**config.mk**
```make
export PLATFORM = sky130hd
export DESIGN_NAME = num_display_writer
export DESIGN_NICKNAME = d
export VERILOG_FILES = /design/src/rtl/led_matrix_pkg.sv /design/src/rtl/digit_font_rom.sv /design/src/rtl/num_display_writer.sv
export SDC_FILE = /design/constraint.sdc
export NUM_CORES = 1
export LEC_CHECK = 0
export ABC_AREA = 1
export BUFFER_PORTS_ARGS = -buffer_cell sky130_fd_sc_hd__buf_2
export CAP_MARGIN = 0
export CORE_MARGIN = 2
export CORE_UTILIZATION = 50
export DETAILED_ROUTE_END_ITERATION = 12
export GPL_ROUTABILITY_DRIVEN = 0
export PLACE_DENSITY_LB_ADDON = 0.08
export SLEW_MARGIN = 10
export SYNTH_ARGS = -nofsm -noshare
export SYNTH_HDL_FRONTEND = slang
export SYNTH_HIERARCHICAL = 1
export SYNTH_SLANG_ARGS = --single-unit
```
**constraint.sdc**
```tcl
create_clock -name clk -period 4.6 [get_ports clk]
set_clock_uncertainty 0.2 [all_clocks]
set_input_delay 0.46 -clock clk [delete_from_list [all_inputs] [get_ports clk]]
set_output_delay 0.46 -clock clk [all_outputs]
set_load 0.03 [all_outputs]
```
**src/rtl/led_matrix_pkg.sv**
```systemverilog
// Shared types and helpers for the LED matrix number writer.
// Contents: redraw state encoding, BCD digit type, font geometry and a
// single-digit BCD step used to build the multi-digit carry/borrow chain.
package led_matrix_pkg;

   typedef enum logic [1:0] {
      IDLE  = 2'd0,
      WRITE = 2'd1,
      FLUSH = 2'd2
   } writer_state_t;

   typedef logic [3:0] bcd_digit_t;

   localparam int FONT_COLS = 5;
   localparam int FONT_ROWS = 8;

   // One BCD digit of an increment/decrement chain.
   // Returns {carry_or_borrow_out, new_digit}. With cin low the digit passes through.
   function automatic logic [4:0] bcd_digit_step(input bcd_digit_t dig,
                                                 input logic       up,
                                                 input logic       cin);
      logic [4:0] res;
      if (!cin) begin
         res = {1'b0, dig};
      end else if (up) begin
         if (dig == 4'd9) res = {1'b1, 4'd0};
         else             res = {1'b0, dig + 4'd1};
      end else begin
         if (dig == 4'd0) res = {1'b1, 4'd9};
         else             res = {1'b0, dig - 4'd1};
      end
      return res;
   endfunction

endpackage

```
**src/rtl/digit_font_rom.sv**
```systemverilog
// Synchronous digit font ROM: one glyph column per read, one-cycle latency.
// Codes 10..15 and columns beyond the glyph width read as blank.
module digit_font_rom
   import led_matrix_pkg::*;
#(
   parameter int ROWS  = 8,
   parameter int COL_W = 3
)(
   input  logic             clk,
   input  logic             rst,
   input  logic             rd_en,
   input  bcd_digit_t       digit,
   input  logic [COL_W-1:0] col,
   output logic [ROWS-1:0]  data
);

   logic [FONT_COLS*FONT_ROWS-1:0] glyph_s;
   logic [FONT_ROWS-1:0]           column_s;

   // Glyph lookup: five columns packed leftmost column in the top byte, bit0 = top row.
   always_comb begin
      case (digit)
         4'd0:    glyph_s = 40'h3E_51_49_45_3E;
         4'd1:    glyph_s = 40'h00_42_7F_40_00;
         4'd2:    glyph_s = 40'h42_61_51_49_46;
         4'd3:    glyph_s = 40'h21_41_45_4B_31;
         4'd4:    glyph_s = 40'h18_14_12_7F_10;
         4'd5:    glyph_s = 40'h27_45_45_45_39;
         4'd6:    glyph_s = 40'h3C_4A_49_49_30;
         4'd7:    glyph_s = 40'h01_71_09_05_03;
         4'd8:    glyph_s = 40'h36_49_49_49_36;
         4'd9:    glyph_s = 40'h06_49_49_29_1E;
         default: glyph_s = 40'h00_00_00_00_00;
      endcase
   end

   // Column select; anything past the font width is blank.
   always_comb begin
      if (int'(col) < FONT_COLS) begin
         column_s = glyph_s[FONT_ROWS*(FONT_COLS-1-int'(col)) +: FONT_ROWS];
      end else begin
         column_s = '0;
      end
   end

   // Registered read port; output holds between reads so the write data stays stable.
   always_ff @(posedge clk) begin
      if (rst) begin
         data <= '0;
      end else if (rd_en) begin
         data <= ROWS'(column_s);
      end else begin
         data <= data;
      end
   end

endmodule

```
**src/rtl/num_display_writer.sv**
```systemverilog
// num_display_writer: NDIGITS-digit decimal up/down counter driven by button
// pulses; after every change (and after reset) all digit columns are redrawn
// into the framebuffer, most-significant digit leftmost.
// Optional build macro: LEADING_ZERO_BLANK_EN -- leading zero digits are
// written as blank columns (digit0 always drawn); write count/timing unchanged.
module num_display_writer
   import led_matrix_pkg::*;
#(
   parameter int NDIGITS    = 2,
   parameter int GLYPH_COLS = 5,
   parameter int GAP_COLS   = 1,
   parameter int ROWS       = 8,
   parameter int FB_ADDR_W  = 6,
   parameter int BASE_COL   = 0
)(
   input  logic                   clk,
   input  logic                   rst,
   input  logic                   inc_pulse,
   input  logic                   dec_pulse,
   output logic [FB_ADDR_W-1:0]   fb_addr,
   output logic [ROWS-1:0]        fb_wdata,
   output logic                   fb_we,
   output logic                   busy,
   output logic                   done,
   output logic [4*NDIGITS-1:0]   value_bcd
);

   localparam int COLS_PER = GLYPH_COLS + GAP_COLS;
   localparam int TOTAL    = NDIGITS * COLS_PER;
   localparam int COL_W    = (TOTAL > 1) ? $clog2(TOTAL) : 1;
   localparam int G_W      = (COLS_PER > 1) ? $clog2(COLS_PER) : 1;

   if (BASE_COL + TOTAL > 2**FB_ADDR_W) begin : g_addr_range_check
      $error("num_display_writer: BASE_COL + TOTAL exceeds framebuffer address range");
   end
   if (NDIGITS < 1 || NDIGITS > 4) begin : g_ndigits_check
      $error("num_display_writer: NDIGITS must be 1..4");
   end

   writer_state_t          state_r;
   logic [4*NDIGITS-1:0]   value_r;
   logic [4*NDIGITS-1:0]   value_next_s;
   logic [COL_W-1:0]       col_r;
   logic [G_W-1:0]         glyph_r;
   logic [1:0]             digit_idx_r;
   logic [NDIGITS-1:0]     blank_s;
   logic                   carry_s;
   logic [4:0]             dstep_s;
   bcd_digit_t             cur_digit_s;
   bcd_digit_t             rom_code_s;
   logic                   rom_rd_s;

   assign value_bcd = value_r;
   assign rom_rd_s  = (state_r == WRITE);

   // Ripple +1/-1 through the digits; carry/borrow out of the MSD is dropped, so the count wraps.
   always_comb begin
      carry_s      = 1'b1;
      dstep_s      = 5'd0;
      value_next_s = value_r;
      for (int i = 0; i < NDIGITS; i++) begin
         dstep_s = bcd_digit_step(value_r[4*i +: 4], inc_pulse, carry_s);
         value_next_s[4*i +: 4] = dstep_s[3:0];
         carry_s = dstep_s[4];
      end
   end

`ifdef LEADING_ZERO_BLANK_EN
   logic nz_seen_s;

   // Mark zero digits above the first nonzero one; digit0 is never blanked.
   always_comb begin
      nz_seen_s = 1'b0;
      blank_s   = '0;
      for (int d = NDIGITS-1; d >= 0; d--) begin
         if (value_r[4*d +: 4] != 4'd0) begin
            nz_seen_s = 1'b1;
         end else begin
            nz_seen_s = nz_seen_s;
         end
         blank_s[d] = (d != 0) && !nz_seen_s;
      end
   end
`else
   // Every digit is drawn, leading zeros included.
   always_comb begin
      blank_s = '0;
   end
`endif

   // ROM code for the current column: gap columns and blanked digits use a blank code.
   always_comb begin
      cur_digit_s = value_r[4*digit_idx_r +: 4];
      if ((int'(glyph_r) >= GLYPH_COLS) || blank_s[digit_idx_r]) begin
         rom_code_s = 4'hF;
      end else begin
         rom_code_s = cur_digit_s;
      end
   end

   digit_font_rom #(
      .ROWS  (ROWS),
      .COL_W (G_W)
   ) u_font_rom (
      .clk   (clk),
      .rst   (rst),
      .rd_en (rom_rd_s),
      .digit (rom_code_s),
      .col   (glyph_r),
      .data  (fb_wdata)
   );

   // Redraw sequencer: value update on accepted pulses, column walk, registered write strobes.
   always_ff @(posedge clk) begin
      if (rst) begin
         state_r     <= WRITE;
         value_r     <= '0;
         col_r       <= '0;
         glyph_r     <= '0;
         digit_idx_r <= 2'(NDIGITS-1);
         fb_we       <= 1'b0;
         fb_addr     <= '0;
         done        <= 1'b0;
         busy        <= 1'b1;
      end else begin
         case (state_r)
            IDLE: begin
               fb_we <= 1'b0;
               done  <= 1'b0;
               if (inc_pulse ^ dec_pulse) begin
                  value_r     <= value_next_s;
                  col_r       <= '0;
                  glyph_r     <= '0;
                  digit_idx_r <= 2'(NDIGITS-1);
                  busy        <= 1'b1;
                  state_r     <= WRITE;
               end else begin
                  busy    <= 1'b0;
                  state_r <= IDLE;
               end
            end
            WRITE: begin
               // The ROM read issued now lands next cycle, together with this address.
               fb_we   <= 1'b1;
               fb_addr <= FB_ADDR_W'(BASE_COL) + FB_ADDR_W'(col_r);
               busy    <= 1'b1;
               if (int'(col_r) == TOTAL-1) begin
                  done    <= 1'b1;
                  state_r <= FLUSH;
               end else begin
                  done    <= 1'b0;
                  state_r <= WRITE;
                  col_r   <= col_r + COL_W'(1);
                  if (int'(glyph_r) == COLS_PER-1) begin
                     glyph_r     <= '0;
                     digit_idx_r <= digit_idx_r - 2'd1;
                  end else begin
                     glyph_r <= glyph_r + G_W'(1);
                  end
               end
            end
            FLUSH: begin
               fb_we   <= 1'b0;
               done    <= 1'b0;
               busy    <= 1'b0;
               state_r <= IDLE;
            end
            default: begin
               fb_we   <= 1'b0;
               done    <= 1'b0;
               busy    <= 1'b0;
               state_r <= IDLE;
            end
         endcase
      end
   end

endmodule
```
# Yosys cells after proc, flatten, opt, wreduce, memory -nomap -nowiden
# Memory sizes are Yosys's and may differ from the RTL's.
# Index checks and enable logic that the tools add are counted.
[totals]
regBits = 34
rom_bits = 560
input_bits = 4
word_cells = 72
n_memories = 1
[memory_table]
columns = ["memory", "depth", "word_bits", "read_ports", "rd_ports_with_merged_regs", "wr", "line", "source"]
rows = [
  ["(name not given)", 16, 35, 1, 0, 0, "digit_font_rom.sv:22", "case (digit)"],
]
[op_classes]
addsub = 8
n_lt_le_gt_ge = 3
n_eq_ne = 8
n_shift = 2
n_mux = 27
n_bitwise = 2
reduce_logical = 10
[ops]
columns = ["operator", "count"]
rows = [
  ["40-bit by 32-bit variable part select with 8-bit output", 1],
  ["4-bit 2-to-1 mux", 6],
  ["5-bit 2-to-1 mux", 3],
  ["4-bit by 1-bit adder with 4-bit output, second input constant", 3],
  ["4-bit == test, second input constant", 3],
  ["3-bit 2-to-1 mux", 3],
  ["4-bit zero test", 2],
  ["2-bit 2-to-1 mux", 4],
  ["8-bit 2-to-1 mux", 1],
  ["2-bit one-hot mux with 2 select lines", 2],
  ["4-bit one-hot mux with 2 select lines", 1],
  ["8-bit by 5-bit variable part select with 4-bit output", 1],
  ["4-bit by 1-bit subtractor with 4-bit output, second input constant", 2],
  ["3-bit one-hot mux with 2 select lines", 1],
  ["3-bit AND reduction", 2],
  ["1-bit 2-to-1 mux", 5],
  ["2-bit inequality test, second input constant", 2],
  ["4-bit AND reduction", 1],
  ["3-bit by 3-bit subtractor with 4-bit output, first input constant", 1],
  ["3-bit by 1-bit adder with 3-bit output, second input constant", 1],
  ["3-bit == test, second input constant", 1],
  ["3-bit >= comparator, second input constant", 1],
  ["3-bit < comparator, second input constant", 1],
  ["2-bit by 1-bit == test with 1-bit output, second input constant", 1],
  ["other kinds (11)", 11],
]

# Longest topological paths before layout
# An unclocked memory read counts as a cell.
[depth]
depth_word = 7
ltp_mapped = 14
depth_no_buf = 14

# Modules after synthesis
# Netlist, hierarchy kept.
[by_module_without_submodules]
columns = ["mod", "instances", "cells_each", "area_per_inst_um2", "seq_area_each_um2"]
rows = [
  ["num_display_writer", 1, 215, 1498.9, 520.5],
  ["digit_font_rom", 1, 177, 1053.5, 140.1],
]

# Worst setup path after synthesis
# No wires, ideal clock.
[synth_path]
kind = "reg-to-reg"
from = "reg value_r[4], in the netlist value_bcd[4]"
to = "reg u_font_rom.data[4]"
setup_time_ns = 0.066
arrival_time_ns = 2.413
t_required_ns = 4.334
setup_slack_ns = 1.921
stages_incl_launch_ff = 14
n_path_buf = 0
period_less_slack_ns = 2.679
path_cell_list = "dfxtp_1 > inv_1 > nand2_1 > o21ai_0 > o21ai_0 > inv_1 > ha_1 > nand2_1 > nand2_1 > nand2_1 > nand2_1 > a21oi_2 > nand3_1 > a21oi_2"
[synth_via]
elab_chain_len = 5
[synth_rtl]
columns = ["element", "line", "source"]
rows = [
  ["from (decl)", "num_display_writer.sv:41", "logic [4*NDIGITS-1:0] value_r;"],
  ["from (signal assigned)", "num_display_writer.sv:131", "value_r <= value_next_s;"],
  ["8-bit by 5-bit variable part select with 4-bit output", "num_display_writer.sv:93", "cur_digit_s = value_r[4*digit_idx_r +: 4];"],
  ["4-bit 2-to-1 mux", "num_display_writer.sv:94", "if ((int'(glyph_r) >= GLYPH_COLS) || blank_s[digit_idx_r]) begin"],
  ["via rom_code_s[0]", "num_display_writer.sv:50", "bcd_digit_t rom_code_s;"],
  ["memory read 16 x 35 bit", "-", ""],
  ["40-bit by 32-bit variable part select with 8-bit output", "digit_font_rom.sv:40", "column_s = glyph_s[FONT_ROWS*(FONT_COLS-1-int'(col)) +: FONT_ROWS];"],
  ["8-bit 2-to-1 mux", "digit_font_rom.sv:39", "if (int'(col) < FONT_COLS) begin"],
  ["to (signal assigned)", "digit_font_rom.sv:51", "data <= ROWS'(column_s);"],
  ["to (signal assigned)", "digit_font_rom.sv:53", "data <= data;"],
  ["to (decl)", "digit_font_rom.sv:14", "output logic [ROWS-1:0] data"],
]
# The timed path passes the listed nets, and every way through them passes these cells.
# A chain may end at the register's enable or synchronous reset.

# Worst setup path in the final report
# Same ends and word-level chain as after synthesis.

==> impl_metrics.csv <==
group,metric,value,unit
logic_synthesis,avgSynthCellArea,6.511,um^2
timing,slew_headroom,0.4250,
logic_synthesis,synthFlopType,"dfxtp_1",
drt,wire_per_inst,12.43,um
placement,preCtsSetupSlack,1.836,ns
timing,setup_viol,0,
pwr,powerDensity,558.5,mW/mm^2
pwr,p_leak,1.419,nW
timing,grt_setup_unrepaired,"false",
global_routing,gr-total-overflow,0,
floorplanning,die_h,75.45,um
clock_tree,worstSkewPairLatency,0.28,ns
logic_synthesis,yosys_warnings,6,
logic_synthesis,synth_cell_types,34,
logic_synthesis,synth_compound_area_frac,0.1426,
placement,post-dp-hpwl,4371,um
finish,n_antenna_cell,0,
pwr,max-vdd-ir-drop,0.0001893,V
setup_path,cp_num_buf_inv,2,
logic_synthesis,synth-seq-cells,33,
floorplanning,die-area,0.005693,mm^2
worst_hold_path,hold_path.class,"reg2reg",
timing,final-hold-violation-count,0,
setup_path,worstSetupPathType,"reg2reg",
logic_synthesis,synthMuxAreaShare,0,
clock_tree,h-tree-depth,2,
global_routing,grt_max_degree,23,
floorplanning,dieWidth,75.45,um
finish,fin_nets,427,
logic_synthesis,synth_edf_count,0,
clock_tree,postCtsHoldBufs,0,
floorplanning,ioPinCount,29,
clock_tree,post_cts_buffers,0,
placement,io_buffers,25,
setup_path,crit_top_cell,"nand2_1",
finish,drive_gt1_frac,0.2005,
setup_path,critical-path-top-delay-family,"compound AO/OA/AOI/OAI gates",
logic_synthesis,syn_inst,392,
global_routing,grt.total_usage,0.2201,
logic_synthesis,ys_seq_area_frac,0.2588,
drt,route.detailed.drc,0,
clock_tree,path_clk_slew,0.07,ns
clock_tree,clock-sinks,33,
timing,finalWorstSetupSlack,1.814,ns
drt,drtIter0Drc,208,
setup_path,crit_path_end_kind,"flop",
timing,post-route-period-util,0.6057,
logic_synthesis,synth-adder-area-share,0.04902,
setup_path,critPathMaxStageDelay,0.68,ns
clock_tree,cts_inserted_buffers,5,
clock_tree,cts_tree,"yes",
logic_synthesis,synthSimpleGateAreaFrac,0.4235,
status,run_status,"finished clean",
setup_path,critPathMaxFanout,8,
setup_path,critical_path_required,4.62,ns
finish,n_fill_cell,543,
floorplanning,coreArea,0.005010,mm^2
timing,fin_tns_setup,0,ns
logic_synthesis,asyncSetResetFlopFracSynth,0,
logic_synthesis,synth_top_family_by_area,"simple AND/OR/NAND/NOR gates",
floorplanning,start_util,0.5095,
job,cap_violations,0,
global_routing,first_global_vias,2159,
drt,vias_per_cell,5.126,
setup_path,slowest_stage,"o21ai_0",
setup_path,path_cells,"inv_1 -> nand2_1 -> o21ai_0 -> o21ai_0 -> inv_1 -> ha_1 -> nand2_1 -> nand2_1 -> nand2_1 -> nand2_1 -> a21oi_2 -> nand3_1 -> a21oi_2",
logic_synthesis,syn_area,0.002552,mm^2
clock_tree,clockBufferDepth,2,
drt,routed_wl,6017,um
drt,via_count,2481,
timing,tightest_slew,0.8535,ns
clock_tree,cts_resized,0,
timing,layout_min_cycle_time,2.786,ns
global_routing,antenna_found_initial,0,
global_routing,grt_pass1_wl,9825,um
timing,drv_slew,0,
timing,fmax,358.9,MHz
setup_path,startpoint_type,"flop",
setup_path,cp.arrival,2.81,ns
clock_tree,root_buffer,"clkbuf_8",
drt,first_pass_iters,4,
drt,postRouteAntennaNets,0,
floorplanning,core.rowCount,26,
finish,area_growth,8.530,%
logic_synthesis,synthXorXnorAreaFrac,0,
==> Yosys cell counts (2+ instances only) <==
master | n | area, um^2
nand4_1 | 4 | 25.02
inv_2 | 8 | 30.03
conb_1 | 2 | 7.510
ha_1 | 10 | 125.1
a21oi_2 | 9 | 78.83
nand3_4 | 3 | 52.55
nand3_1 | 43 | 215.2
nand2_1 | 117 | 439.2
nand2_2 | 7 | 43.79
o21ai_1 | 5 | 25.02
o211ai_1 | 4 | 30.03
nor2_1 | 43 | 161.4
nor2_4 | 3 | 33.78
buf_4 | 6 | 45.04
nand3_2 | 3 | 30.03
o21ai_2 | 2 | 17.52
a21oi_1 | 16 | 80.08
nor2_2 | 2 | 12.51
nand2_4 | 3 | 33.78
buf_6 | 6 | 67.56
inv_4 | 2 | 12.51
o21ai_0 | 20 | 100.1
dfxtp_1 | 33 | 660.6
inv_1 | 31 | 116.4
==> sequential cells by signal (all words and copies together), names as in the netlist <==
register and count:
digit_idx_r 2, done 1, fb_we 1, value_bcd 8
state_r 2, busy 1, fb_addr 4, u_font_rom/data 7
glyph_r 3, col_r 4
==> logic make-up (layout without fill, tap and decap cells) <==
logic type,count (synthesis),after routing
buf+inv,58,79
flops,33,33
simple gates,231,231
other cells,2,3
fa+ha+maj,10,10
compound gates,58,58
==> per-layer routing <==
| layer | vias to the layer above | share of wire | track usage |
|---|---|---|---|
| li1 | 1294 | - | - |
| met1 | 1112 | 0.48 | 0.2910 |
| met2 | 69 | 0.47 | 0.3671 |
| met3 | 6 | 0.045 | 0.04630 |
| met4 | 0 | 0.0095 | 0.05458 |
| met5 | - | 0 | 0 |
==> final timing paths <==
path	from	endpoint	slack [ns]	depth (start not counted)
setup reg to reg	value_bcd[4]	u_font_rom/data[4]	1.81	13
setup / recovery	value_bcd[4]	u_font_rom/data[4]	1.81	13
hold / removal	u_font_rom/data[6]	u_font_rom/data[6]	0.26	2
hold reg to reg	u_font_rom/data[6]	u_font_rom/data[6]	0.26	2
==> cells in the final DEF, fill, tap and decap left out, drive strengths merged <==
cell	synthesis	routed
o211ai	4	4
a21oi	26	26
inv	42	42
dfxtp	33	33
nor2	49	49
clkinv	1	1
nand3b	1	1
clkinvlp	0	1
o21ai	28	28
conb	2	3
bufinv	0	1
ha	10	10
nand2	127	127
clkbuf	1	6
buf	14	28
nand4	4	4
nand3	49	49
and3	1	1
==> cell type report <==
class	count	area, um^2	share of cell area
clock buffer	6	82.58	0.02981
clock inverter	2	37.54	0.01355
timing repair buffer	28	147.6	0.05330
tap	70	87.58	0.03162
multi-input combinational	302	1582	0.5709
sequential	33	660.6	0.2385
inverter	43	172.7	0.06233
==> worst min-delay path: stages, from the launching register on <==
cell and delay [ns]:
dfxtp_1 0.31, nand2_1 0.06, a21oi_1 0.05
==> stage by stage <==
step | total power (W) | hold WS, ns | area, um^2 | utilization | instances
2_1_floorplan | 0.001104 | 0.2670 | 2556 | - | 393
3_3_place_gp | 0.001255 | 0.2521 | 2650 | 0.5290 | 476
3_5_place_dp | 0.001254 | 0.2559 | 2650 | 0.5290 | 476
4_1_cts | 0.001553 | 0.2679 | 2770 | 0.5529 | 484
5_1_grt | 0.001683 | 0.2836 | 2770 | 0.5529 | 484
6_report | 0.001547 | 0.2645 | 2770 | 0.5529 | 484
==> power by group <==
group / internal, W / total (W) / switching [W] / leakage [nW]
combinational: 0.000306 / 0.000898 / 0.000592 / 1.09
clock: 0.000176 / 0.000292 / 0.000116 / 0.0574
sequential: 0.000323 / 0.000356 / 0.0000330 / 0.270
Power figures use the tool's default switching activity.
